--- src/rtl/bcd_mod_counter.sv ---
// Modulo-N up/down counter with registered BCD digit outputs and carry/borrow pulses.
// Define BCD_COUNTER_LOAD_EN to add the parallel BCD load port (load, load_low, load_high).
module bcd_mod_counter #(
    parameter int MODULUS = 60,
    parameter int INIT    = 0
) (
    input  logic       clkin,
    input  logic       rst,
    input  logic       clr,
    input  logic       en,
    input  logic       up,
`ifdef BCD_COUNTER_LOAD_EN
    input  logic       load,
    input  logic [3:0] load_low,
    input  logic [3:0] load_high,
`endif
    output logic [3:0] low,
    output logic [3:0] high,
    output logic       co,
    output logic       bo,
    output logic       tc
);

    localparam logic [6:0] LAST_C   = 7'(MODULUS - 1);
    localparam logic [6:0] INIT_C   = 7'(INIT);
    localparam logic [3:0] INIT_LO  = 4'(INIT % 10);
    localparam logic [3:0] INIT_HI  = 4'(INIT / 10);

    logic [6:0] count_q, count_d;
    logic [3:0] low_q, low_d;
    logic [3:0] high_q, high_d;
    logic       co_q, co_d;
    logic       bo_q, bo_d;

`ifdef BCD_COUNTER_LOAD_EN
    logic [6:0] loadVal;
    logic       loadOk;

    // Out-of-range digits or values at/above the modulus collapse to zero.
    always_comb begin
        loadVal = 7'(load_high) * 7'd10 + 7'(load_low);
        loadOk  = (load_low <= 4'd9) && (load_high <= 4'd9) && (loadVal <= LAST_C);
    end
`endif

    always_comb begin
        count_d = count_q;
        co_d    = 1'b0;
        bo_d    = 1'b0;
        if (clr) begin
            count_d = 7'd0;
`ifdef BCD_COUNTER_LOAD_EN
        end else if (load) begin
            count_d = loadOk ? loadVal : 7'd0;
`endif
        end else if (en) begin
            if (up) begin
                if (count_q == LAST_C) begin
                    count_d = 7'd0;
                    co_d    = 1'b1;
                end else begin
                    count_d = count_q + 7'd1;
                end
            end else begin
                if (count_q == 7'd0) begin
                    count_d = LAST_C;
                    bo_d    = 1'b1;
                end else begin
                    count_d = count_q - 7'd1;
                end
            end
        end
        // Digits are registered alongside the count so they never lag it.
        low_d  = 4'(count_d % 7'd10);
        high_d = 4'(count_d / 7'd10);
    end

    always_ff @(posedge clkin) begin
        if (rst) begin
            count_q <= INIT_C;
            low_q   <= INIT_LO;
            high_q  <= INIT_HI;
            co_q    <= 1'b0;
            bo_q    <= 1'b0;
        end else begin
            count_q <= count_d;
            low_q   <= low_d;
            high_q  <= high_d;
            co_q    <= co_d;
            bo_q    <= bo_d;
        end
    end

    assign low  = low_q;
    assign high = high_q;
    assign co   = co_q;
    assign bo   = bo_q;
    assign tc   = en & ((up & (count_q == LAST_C)) | (~up & (count_q == 7'd0)));

endmodule

--- config.mk ---
export PLATFORM = sky130hd
export DESIGN_NAME = bcd_mod_counter
export DESIGN_NICKNAME = d
export VERILOG_FILES = /design/src/rtl/bcd_mod_counter.sv
export SDC_FILE = /design/constraint.sdc
export NUM_CORES = 1
export LEC_CHECK = 0
export CORE_ASPECT_RATIO = 0.8
export CORE_MARGIN = 2
export CORE_UTILIZATION = 65
export DETAILED_ROUTE_END_ITERATION = 10
export DONT_BUFFER_PORTS = 1
export PLACE_DENSITY = 0.81
export SLEW_MARGIN = 20
export SYNTH_ARGS = -nofsm -noshare
export SYNTH_HDL_FRONTEND = slang
export SYNTH_SLANG_ARGS = --single-unit
export TNS_END_PERCENT = 1
--- constraint.sdc ---
create_clock -name clkin -period 6.1 [get_ports clkin]
set_input_delay 0.305 -clock clkin [delete_from_list [all_inputs] [get_ports clkin]]
set_output_delay 0.305 -clock clkin [all_outputs]
set_load 0.01 [all_outputs]
==> results of run 1 <==
[sequential cells by signal (all words and copies together), names as in the netlist]
signal   flops
count_q      7
high         4
low          3
bo           1
co           1
[synth_stat cells, types with 2 or more instances]
| cell | n |
|---|---|
| nor3b_1 | 2 |
| buf_2 | 4 |
| a21oi_1 | 7 |
| o21ai_1 | 3 |
| buf_1 | 2 |
| o211ai_1 | 3 |
| dfxtp_1 | 16 |
| clkbuf_1 | 5 |
| buf_4 | 2 |
| a21o_1 | 2 |
| o21a_1 | 2 |
| a31oi_1 | 2 |
| nor4_1 | 3 |
| o22ai_1 | 2 |
| mux2_2 | 2 |
| nor3_1 | 9 |
| buf_6 | 2 |
| nor2_1 | 22 |
| a211oi_1 | 4 |
| and3_1 | 3 |
| nor2b_1 | 3 |
| or3_1 | 3 |
| ha_1 | 4 |
| and2_1 | 2 |
| nand2_1 | 16 |
| nor4_4 | 2 |
| o31ai_1 | 2 |
| nand4_1 | 2 |
| o21ai_0 | 11 |
| inv_1 | 8 |
| nand3_1 | 9 |
[final cells by class]
cell class                 instances  area (um2)  share of cell area
tap                               25        31.3              0.0209
timing repair buffer               1        7.51             0.00501
inverter                           8        30.0              0.0200
sequential                        16         320               0.214
clock buffer                       4        36.3              0.0242
multi-input combinational        156        1070               0.716
[worst reg2reg max path, stage by stage, from the launching register on]
cell and delay [ps]:
dfxtp_1 540, inv_1 120, ha_1 270, nor2b_1 180, a311oi_1 250, o21ai_1 210, nor2_1 550, nor2_1 220
mux2_2 340, a211oi_4 270, ha_1 350, o21ai_1 110, a2bb2oi_1 210, o211ai_2 120, or2_1 270, a22o_1 190
[placed cells by master, fill, tap and decap left out, drive strengths merged, types with 2 or more instances in the layout]
| cell type | netlist | layout |
|---|---|---|
| nor2 | 24 | 24 |
| nand2 | 16 | 16 |
| dfxtp | 16 | 16 |
| o21ai | 15 | 15 |
| nor3 | 10 | 10 |
| nand3 | 9 | 9 |
| inv | 8 | 8 |
| a21oi | 8 | 8 |
| a211oi | 6 | 6 |
| nor4 | 6 | 6 |
| ha | 4 | 4 |
| o211ai | 4 | 4 |
| clkbuf | 5 | 4 |
| nor2b | 3 | 3 |
| and3 | 3 | 3 |
| or3 | 3 | 3 |
| nor3b | 3 | 3 |
| a21o | 2 | 2 |
| nand4 | 2 | 2 |
| a31oi | 2 | 2 |
| o22ai | 2 | 2 |
| mux2 | 2 | 2 |
| o21a | 2 | 2 |
| and2 | 2 | 2 |
| o31ai | 2 | 2 |
| or2 | 2 | 2 |
[path summary, 6_finish.rpt]
path	start	end	slack, ps	cells after the start
worst min-delay path	rst	count_q[1]$_SDFF_PP0_	40	1
worst max register to register	count_q[0]$_SDFF_PP0_	low[1]$_SDFF_PP0_	1790	15
worst min register to register	count_q[1]$_SDFF_PP0_	count_q[1]$_SDFF_PP0_	770	4
worst max-delay path	count_q[0]$_SDFF_PP0_	low[1]$_SDFF_PP0_	1790	15
[layer usage]
layer  share of wire  global-route usage
met5               0                   0
met4           0.014              0.0837
met3            0.10              0.0909
met2            0.42               0.400
met1            0.47               0.388
[report_power, final]
part	internal (mW)	switching, mW	total [mW]
Sequential	0.112	0.0101	0.122
Clock	0.0365	0.0390	0.0755
Combinational	0.0416	0.0586	0.100
[cells by family (layout without fill, tap and decap cells)]
family                   after synthesis  in the layout
AO/OA/AOI/OAI                         58             58
XOR/XNOR                               2              2
adder cells (fa/ha/maj)                5              5
buffers and inverters                 23             13
flip-flops                            16             16
multiplexers                           3              3
AND/OR/NAND/NOR                       88             88
==> flow_summary_export.csv, run 1 <==
group,metric,value,unit
sta,fin_tns_setup,0,ps
detailed_routing,wirelength,3.53,mm
layout,diodes,0,
sta,clock.fmax,0.232,GHz
setup_path,path_class,"reg2reg",
clock_network,clockBufferDepth,2,
setup_path,crit_path_max_fanout,11,
synth,synth_area_leaders,"dfxtp_1 (21%), nor2_1 (5.5%), nand2_1 (4.0%)",
floorplanning,die_w,57.8,um
floorplanning,fp.coreArea,2180,um2
synth,synth_top_family_by_area,"simple AND/OR/NAND/NOR gates",
layout,syn2layout_area_growth,-0.581,%
sta,period_minus_slack,4310,ps
layout,finish.utilization,0.689,
sta,fin_hold_ws,42.1,ps
detailed_routing,wl_per_cell,16.8,um
clock_network,path_clk_slew,110,ps
synth,ys.warnings.count,0,
global_routing,track_usage,0.275,
synth,syn-num-nets,204,
pwr,powerDensity,199,nW/um2
layout,final_cells,210,
synth,synth_compound_area_frac,0.295,
sta,slew_headroom,0.564,
sta,finClkSkew,16.8,ps
run,cap_violations,0,
clock_network,cts_setup_buffers,0,
floorplanning,dieHeight,47.1,um
sta,hold_viol,0,
sta,final-max-slew-violation-count,0,
synth,synth-seq-cells,16,
detailed_routing,vias_per_cell,6.90,
setup_path,cp.required,6300,ps
pwr,power,0.298,mW
setup_path,worstPathCellList,"inv_1, ha_1, nor2b_1, a311oi_1, o21ai_1, nor2_1, nor2_1, mux2_2, a211oi_4, ha_1, o21ai_1, a2bb2oi_1, o211ai_2, or2_1, a22o_1",
detailed_routing,ant_nets,0,
setup_path,crit_family,"compound AO/OA/AOI/OAI gates",
synth,avgSynthCellArea,7.73,um2
pwr,p_leak,0.536,nW
synth,synth_ff_type,"dfxtp_1",
floorplanning,start_util,0.693,
sta,worstMarginPinSlew,651,ps
synth,yosysSeqAreaShare,0.212,
detailed_routing,drt-pass1-iter-count,4,
synth,synthCells,195,
clock_network,insertion_delay,310,ps
synth,synth_top_area_cell,"dfxtp_1",
setup_path,crit_slowest_cell,"nor2_1",
synth,async_reset_ff_frac,0,
setup_path,worst-path-buf-inv,1,
synth,synth-simple-area-share,0.344,
placement,port-buffer-count,0,
detailed_routing,drt_iter0_markers,90,
global_routing,antenna_found_initial,0,
detailed_routing,drcViolationCount,0,
clock_network,cts_tree,"built",
global_routing,grt_start_max_net_pins,22,
synth,synth_edf_count,0,
clock_network,numCtsBuffers,3,
status,status,"finished clean",
hold_path,hp-class,"in2reg",
clock_network,clkSinkCount,16,
layout,num-nets-final,195,
placement,gp_congestion,0.980,
placement,numPlacedInstances,206,
setup_path,end_kind,"flip-flop",
synth,muxShareOfSynthArea,0.0216,
synth,synth_top_area_frac,0.212,
setup_path,cp.arrival,4510,ps
sta,setup_ws,1790,ps
pwr,vdd_drop_max,164,uV
synth,synth_area,1510,um2
placement,placedInstanceArea,1460,um2
floorplanning,die_area,2720,um2
sta,finalSetupViolCount,0,
setup_path,critPathMaxStageDelay,550,ps
synth,synth-xor-area-share,0.0116,
layout,final_cell_area,1500,um2
placement,dpl.hpwl,2.53,mm
synth,synth_cell_types,67,
global_routing,grt_pass1_wl,5.66,mm
layout,drive_gt1_frac,0.130,
global_routing,grt_pass1_vias,1196,
placement,preCtsSetupSlack,1850,ps
detailed_routing,vias,1449,
sta,post-route-period-util,0.706,
synth,synth_fa_ha_area_frac,0.0407,
clock_network,cts_max_level,1,
sta,rsz0062_at_grt,"false",
setup_path,start_kind,"flip-flop",
global_routing,grt-ovfl-total,0,
floorplanning,ios,16,
floorplanning,rows,15,
clock_network,cts_resized,0,
clock_network,hold_buffers,0,
clock_network,cts_root_buf,"clkbuf_4",
layout,fill_cells,163,
No activity file was read; power rests on OpenSTA's default activity.
==> run 2, diff against run 1 <==
--- a/config.mk
+++ b/config.mk
@@ -7,10 +7,10 @@
 export LEC_CHECK = 0
 export CORE_ASPECT_RATIO = 0.8
 export CORE_MARGIN = 2
-export CORE_UTILIZATION = 65
+export CORE_UTILIZATION = 57
 export DETAILED_ROUTE_END_ITERATION = 10
 export DONT_BUFFER_PORTS = 1
-export PLACE_DENSITY = 0.81
+export PLACE_DENSITY = 0.75
 export SLEW_MARGIN = 20
 export SYNTH_ARGS = -nofsm -noshare
 export SYNTH_HDL_FRONTEND = slang
==> constraint.sdc (replaced) <==
create_clock -name clkin -period 3.84 [get_ports clkin]
set_input_delay 0.192 -clock clkin [delete_from_list [all_inputs] [get_ports clkin]]
set_output_delay 0.192 -clock clkin [all_outputs]
set_load 0.01 [all_outputs]
==> flow_summary_export.csv, run 2 (synthesis results as in run 1) <==
group,metric,value,unit
floorplanning,fp.coreArea,2480,um2
setup_path,end_kind,"flip-flop",
setup_path,crit_path_max_fanout,6,
clock_network,path_clk_slew,100,ps
pwr,swShare,0.367,
floorplanning,die_w,61.5,um
global_routing,grt_pass1_vias,1383,
global_routing,antenna_found_initial,0,
detailed_routing,drcViolationCount,0,
detailed_routing,wirelength,4.12,mm
floorplanning,dieHeight,50,um
sta,period_minus_slack,3640,ps
floorplanning,start_util,0.607,
pwr,switchingPower,0.184,mW
setup_path,startpoint,"count_q[0]$_SDFF_PP0_",
setup_path,cp.required,4060,ps
sta,worstMarginPinSlew,587,ps
setup_path,r2r_start,"count_q[0]$_SDFF_PP0_",
placement,gp_congestion,0.942,
layout,regMostFlops,"count_q",
layout,drive_gt1_frac,0.212,
pwr,pwr-share-clk,0.241,
sta,finClkSkew,4.24,ps
layout,largest_reg_flops,7,
detailed_routing,drt-pass1-iter-count,4,
pwr,vdd_drop_max,150,uV
floorplanning,ios,16,
global_routing,grt_pass1_wl,6.53,mm
setup_path,path_class,"reg2reg",
clock_network,cts_tree,"built",
pwr,intPower,0.318,mW
detailed_routing,vias_per_cell,6.70,
hold_path,min-delay-start,"up",
sta,hold_viol,0,
clock_network,cts_root_buf,"clkbuf_4",
placement,dpl.hpwl,2.88,mm
detailed_routing,wl_per_cell,17.6,um
placement,placedInstanceArea,1540,um2
sta,final-max-slew-violation-count,0,
sta,finalSetupViolCount,0,
layout,layout_commonest_cell,"nor2_1",
hold_path,hp-class,"in2reg",
layout,diodes,0,
sta,slew_headroom,0.606,
pwr,p_leak,0.598,nW
clock_network,cts_max_level,1,
floorplanning,die_area,3080,um2
placement,port-buffer-count,0,
global_routing,track_usage,0.284,
run,cap_violations,0,
layout,final_cell_mix,"nor2_1 (21), nand2_1 (16), dfxtp_1 (15), buf_4 (12), o21ai_0 (11)",
setup_path,start_kind,"flip-flop",
layout,syn2layout_area_growth,8.88,%
pwr,power_frac_seq,0.388,
clock_network,clkSinkCount,16,
setup_path,cp.arrival,3860,ps
sta,clock.fmax,0.275,GHz
pwr,powerDensity,306,nW/um2
sta,post-route-period-util,0.948,
status,status,"finished clean",
global_routing,grt-ovfl-total,0,
pwr,pwr-share-comb,0.371,
clock_network,clockBufferDepth,2,
detailed_routing,ant_nets,0,
global_routing,grt_start_max_net_pins,22,
clock_network,insertion_delay,310,ps
floorplanning,rows,16,
layout,num-nets-final,208,
layout,final_cell_area,1640,um2
detailed_routing,vias,1568,
clock_network,numCtsBuffers,3,
detailed_routing,drt_iter0_markers,193,
layout,finish.utilization,0.661,
-- run 2: through the flow --
stage | setup WS (ps) | power [mW] | setup TNS, ps | instances | hold WS, ps
after floorplan | 200 | 0.340 | 0 | 195 | 496
after global placement | 202 | 0.364 | 0 | 225 | 266
after detailed placement | 149 | 0.368 | 0 | 225 | 268
after CTS | 117 | 0.491 | 0 | 231 | 40.4
after global routing | -14.6 | 0.530 | -14.6 | 234 | 27.2
final | 200 | 0.502 | 0 | 234 | 33.7
-- run 2: repair_timing --
item | CTS | global route
hold buffers | 2 | 0
endpoints found under the hold margin | 14 | 0
setup endpoints to repair | 0 | 4
resized for setup | 0 | 7
setup buffers | 0 | 3
-- run 2: worst max-delay path, cell delays in order (launching register included) --
cell	delay [ps]
dfxtp_1	370
inv_1	100
ha_2	210
or4b_4	490
nor4_4	150
nor3b_2	90
or4_4	610
nor2_8	150
nor3_2	70
a211oi_4	260
ha_2	230
o21ai_1	90
a2bb2oi_2	150
o211ai_2	120
or2_1	270
o31ai_1	200
-- run 2: path summary, 6_finish.rpt --
path,to,slack [ps],depth (start not counted)
setup / recovery,low[2]$_SDFF_PP0_,200,15
hold / removal,co$_SDFF_PP0_,30,1
setup reg to reg,low[2]$_SDFF_PP0_,200,15
hold reg to reg,count_q[1]$_SDFF_PP0_,770,4
-- run 2: layer usage --
metal | global-route usage | vias up | routed length [um]
li1 | - | 735 | -
met1 | 0.396 | 749 | 1830
met2 | 0.400 | 77 | 1820
met3 | 0.0945 | 7 | 408
met4 | 0.106 | 0 | 55
met5 | 0 | - | 0
-- run 2: power by group through the flow --
stage | combinational (mW) | sequential [mW] | clock [mW]
final | 0.187 | 0.195 | 0.121
after global routing | 0.204 | 0.197 | 0.129
after CTS | 0.176 | 0.194 | 0.121
after detailed placement | 0.170 | 0.198 | 0
after global placement | 0.166 | 0.198 | 0
after floorplan | 0.148 | 0.192 | 0
-- run 2: final cells by class --
cell class / count / area (um2)
Fill cell: 220 / 841
Clock buffer: 4 / 36.3
Inverter: 8 / 30.0
Sequential cell: 16 / 322
Tap cell: 36 / 45.0
Multi-Input combinational cell: 156 / 1100
Timing Repair Buffer: 14 / 110
==> run 3, diff against run 2 <==
==> config.mk (replaced) <==
export PLATFORM = sky130hd
export DESIGN_NAME = bcd_mod_counter
export DESIGN_NICKNAME = d
export VERILOG_FILES = /design/src/rtl/bcd_mod_counter.sv
export SDC_FILE = /design/constraint.sdc
export NUM_CORES = 1
export LEC_CHECK = 0
export ABC_AREA = 1
export ABC_CLOCK_PERIOD_IN_PS = 3840
export CORE_ASPECT_RATIO = 0.8
export CORE_MARGIN = 2
export CORE_UTILIZATION = 56
export DETAILED_ROUTE_END_ITERATION = 10
export DONT_BUFFER_PORTS = 1
export PLACE_DENSITY = 0.74
export SLEW_MARGIN = 20
export SYNTH_ARGS = -nofsm -noshare
export SYNTH_HDL_FRONTEND = slang
export SYNTH_SLANG_ARGS = --single-unit
export TNS_END_PERCENT = 5
==> flow_summary_export.csv, run 3 <==
group,metric,value,unit
pwr,power_frac_seq,0.434,
floorplanning,die_w,58.3,um
clock_network,insertion_delay,290,ps
floorplanning,die_area,2760,um2
synth,synth_ff_type,"dfxtp_1",
setup_path,cp.arrival,3390,ps
synth,async_reset_ff_frac,0,
detailed_routing,ant_nets,0,
detailed_routing,drt-pass1-iter-count,4,
placement,numPlacedInstances,223,
clock_network,clkSinkCount,16,
pwr,swShare,0.359,
clock_network,cts_max_level,1,
layout,diodes,0,
sta,hold_viol,0,
detailed_routing,vias,1247,
sta,post-route-period-util,0.832,
layout,largest_reg_flops,7,
placement,dpl.hpwl,2.20,mm
detailed_routing,wirelength,2.78,mm
clock_network,cts_setup_buffers,0,
sta,worstMarginPinSlew,475,ps
layout,drive_gt1_frac,0.192,
sta,clock.fmax,0.313,GHz
setup_path,cp.required,4030,ps
sta,finClkSkew,3.15,ps
layout,regMostFlops,"count_q",
sta,finalSetupViolCount,0,
synth,synth_common_cells,"nand2_1 (50), nor2_1 (27), inv_1 (26)",
status,status,"finished clean",
clock_network,cts_tree,"built",
placement,gp_congestion,0.911,
setup_path,start_kind,"flip-flop",
placement,placedInstanceArea,1310,um2
global_routing,grt-ovfl-total,0,
global_routing,track_usage,0.238,
global_routing,grt_pass1_wl,4.91,mm
setup_path,reg2reg_slack,640,ps
floorplanning,rows,15,
layout,final_cell_mix,"nand2_1 (50), nor2_1 (27), inv_1 (26), nand3_1 (20), dfxtp_1 (16)",
synth,synth_top_area_cell,"dfxtp_1",
pwr,switchingPower,0.161,mW
layout,syn2layout_area_growth,2.66,%
synth,synth_top_area_frac,0.243,
clock_network,numCtsBuffers,3,
synth,synth_area_leaders,"dfxtp_1 (24%), nand2_1 (14%), nor2_1 (7.7%)",
detailed_routing,wl_per_cell,12.2,um
layout,final_cells,228,
synth,synth_cell_types,29,
pwr,vdd_drop_max,255,uV
global_routing,antenna_found_initial,0,
clock_network,cts_root_buf,"clkbuf_4",
synth,synth_most_common_cell,"nand2_1",
pwr,powerDensity,331,nW/um2
detailed_routing,drt_iter0_markers,88,
global_routing,grt_pass1_vias,1115,
synth,avgSynthCellArea,6.46,um2
detailed_routing,drcViolationCount,0,
setup_path,crit_path_max_fanout,6,
floorplanning,fp.coreArea,2200,um2
hold_path,hp-class,"in2reg",
synth,syn-num-nets,213,
setup_path,path_class,"reg2reg",
pwr,pwr-share-comb,0.314,
global_routing,grt_start_max_net_pins,13,
floorplanning,dieHeight,47.4,um
synth,synth_area,1320,um2
synth,synth_edf_count,0,
synth,ys.warnings.count,0,
detailed_routing,vias_per_cell,5.47,
sta,period_minus_slack,3200,ps
sta,fin_tns_setup,0,ps
sta,slew_headroom,0.683,
floorplanning,ios,16,
synth,synthCells,204,
layout,layout_commonest_cell,"nand2_1",
layout,final_cell_area,1350,um2
layout,fill_cells,206,
pwr,pwr-share-clk,0.252,
sta,rsz0062_at_grt,"false",
layout,num-nets-final,213,
clock_network,clockBufferDepth,2,
floorplanning,start_util,0.601,
synth,yosysSeqAreaShare,0.243,
pwr,p_leak,0.669,nW
placement,port-buffer-count,0,
pwr,intPower,0.287,mW
synth,synth-seq-cells,16,
sta,final-max-slew-violation-count,0,
run,cap_violations,0,
clock_network,path_clk_slew,90,ps
setup_path,end_kind,"flip-flop",
run 3: cell type report:
type	instances	area [um2]	share of cell area
timing repair buffer	1	10.0	0.00739
sequential	16	320	0.237
clock buffer	4	36.3	0.0268
inverter	30	113	0.0832
tap	25	31.3	0.0231
multi-input combinational	152	843	0.623
run 3: logic make-up after synthesis:
kind of cell	after synthesis	synth area share
and+or+nand+nor	128	0.484
buffers and inverters	36	0.118
AOI/OAI and AO/OA	19	0.105
DFF	16	0.243
adders and majority gates	4	0.0380
xor gates and xnor gates	1	0.0123
run 3: stage by stage:
stage          utilization  worst slack, ps  power, mW  hold WS, ps
2_1_floorplan            -             1100      0.320          261
6_report             0.617              645      0.448         64.1
3_3_place_gp         0.595              799      0.331          264
5_1_grt              0.617              197      0.484         58.8
3_5_place_dp         0.595              686      0.335          267
4_1_cts              0.617              667      0.451         59.1
run 3: per-layer routing:
metal  wire length (um)  vias up  track usage  part of all wire
met5                  0        -            0                 0
met1               1310      553        0.334              0.47
met2               1220       45        0.357              0.44
li1                   -      643            -                 -
met3                201        6       0.0551             0.072
met4                 51        0       0.0884             0.018
run 3: worst paths after layout:
| check | depth (start not counted) | startpoint | endpoint |
|---|---|---|---|
| worst max-delay path | 25 | count_q[0]$_SDFF_PP0_ | low[2]$_SDFF_PP0_ |
| worst min-delay path | 2 | en | co$_SDFF_PP0_ |
| worst max register to register | 25 | count_q[0]$_SDFF_PP0_ | low[2]$_SDFF_PP0_ |
| worst min register to register | 4 | count_q[5]$_SDFF_PP0_ | count_q[5]$_SDFF_PP0_ |
run 3: what timing repair did:
item | in CTS | in global routing
hold endpoints to repair | 12 | 0
gates resized for setup | 0 | 0
hold buffers | 1 | 0
run 3: critical path: stages (launching register included):
cell and delay (ps):
dfxtp_1 480, inv_1 160, ha_1 250, nand2_1 110
nor2_4 50, nor2_2 150, nand3_1 110, nand2_1 70
nand2_1 40, nand2_1 190, nand2_1 100, nand2_2 130
nand3_2 100, nand3_1 130, nand2_2 90, nand2_2 80
nand2_1 80, nand2_1 90, inv_1 50, ha_1 170
inv_1 100, nand3_2 110, nand3_1 110, nand2_1 60
nand2_1 50, nor2_1 30
run 3: power groups by stage:
stage	Sequential, mW	Combinational (mW)	Clock (mW)
after global routing	0.197	0.160	0.127
final	0.194	0.141	0.113
after global placement	0.199	0.133	0
after detailed placement	0.199	0.137	0
after floorplan	0.194	0.126	0
after CTS	0.195	0.140	0.116
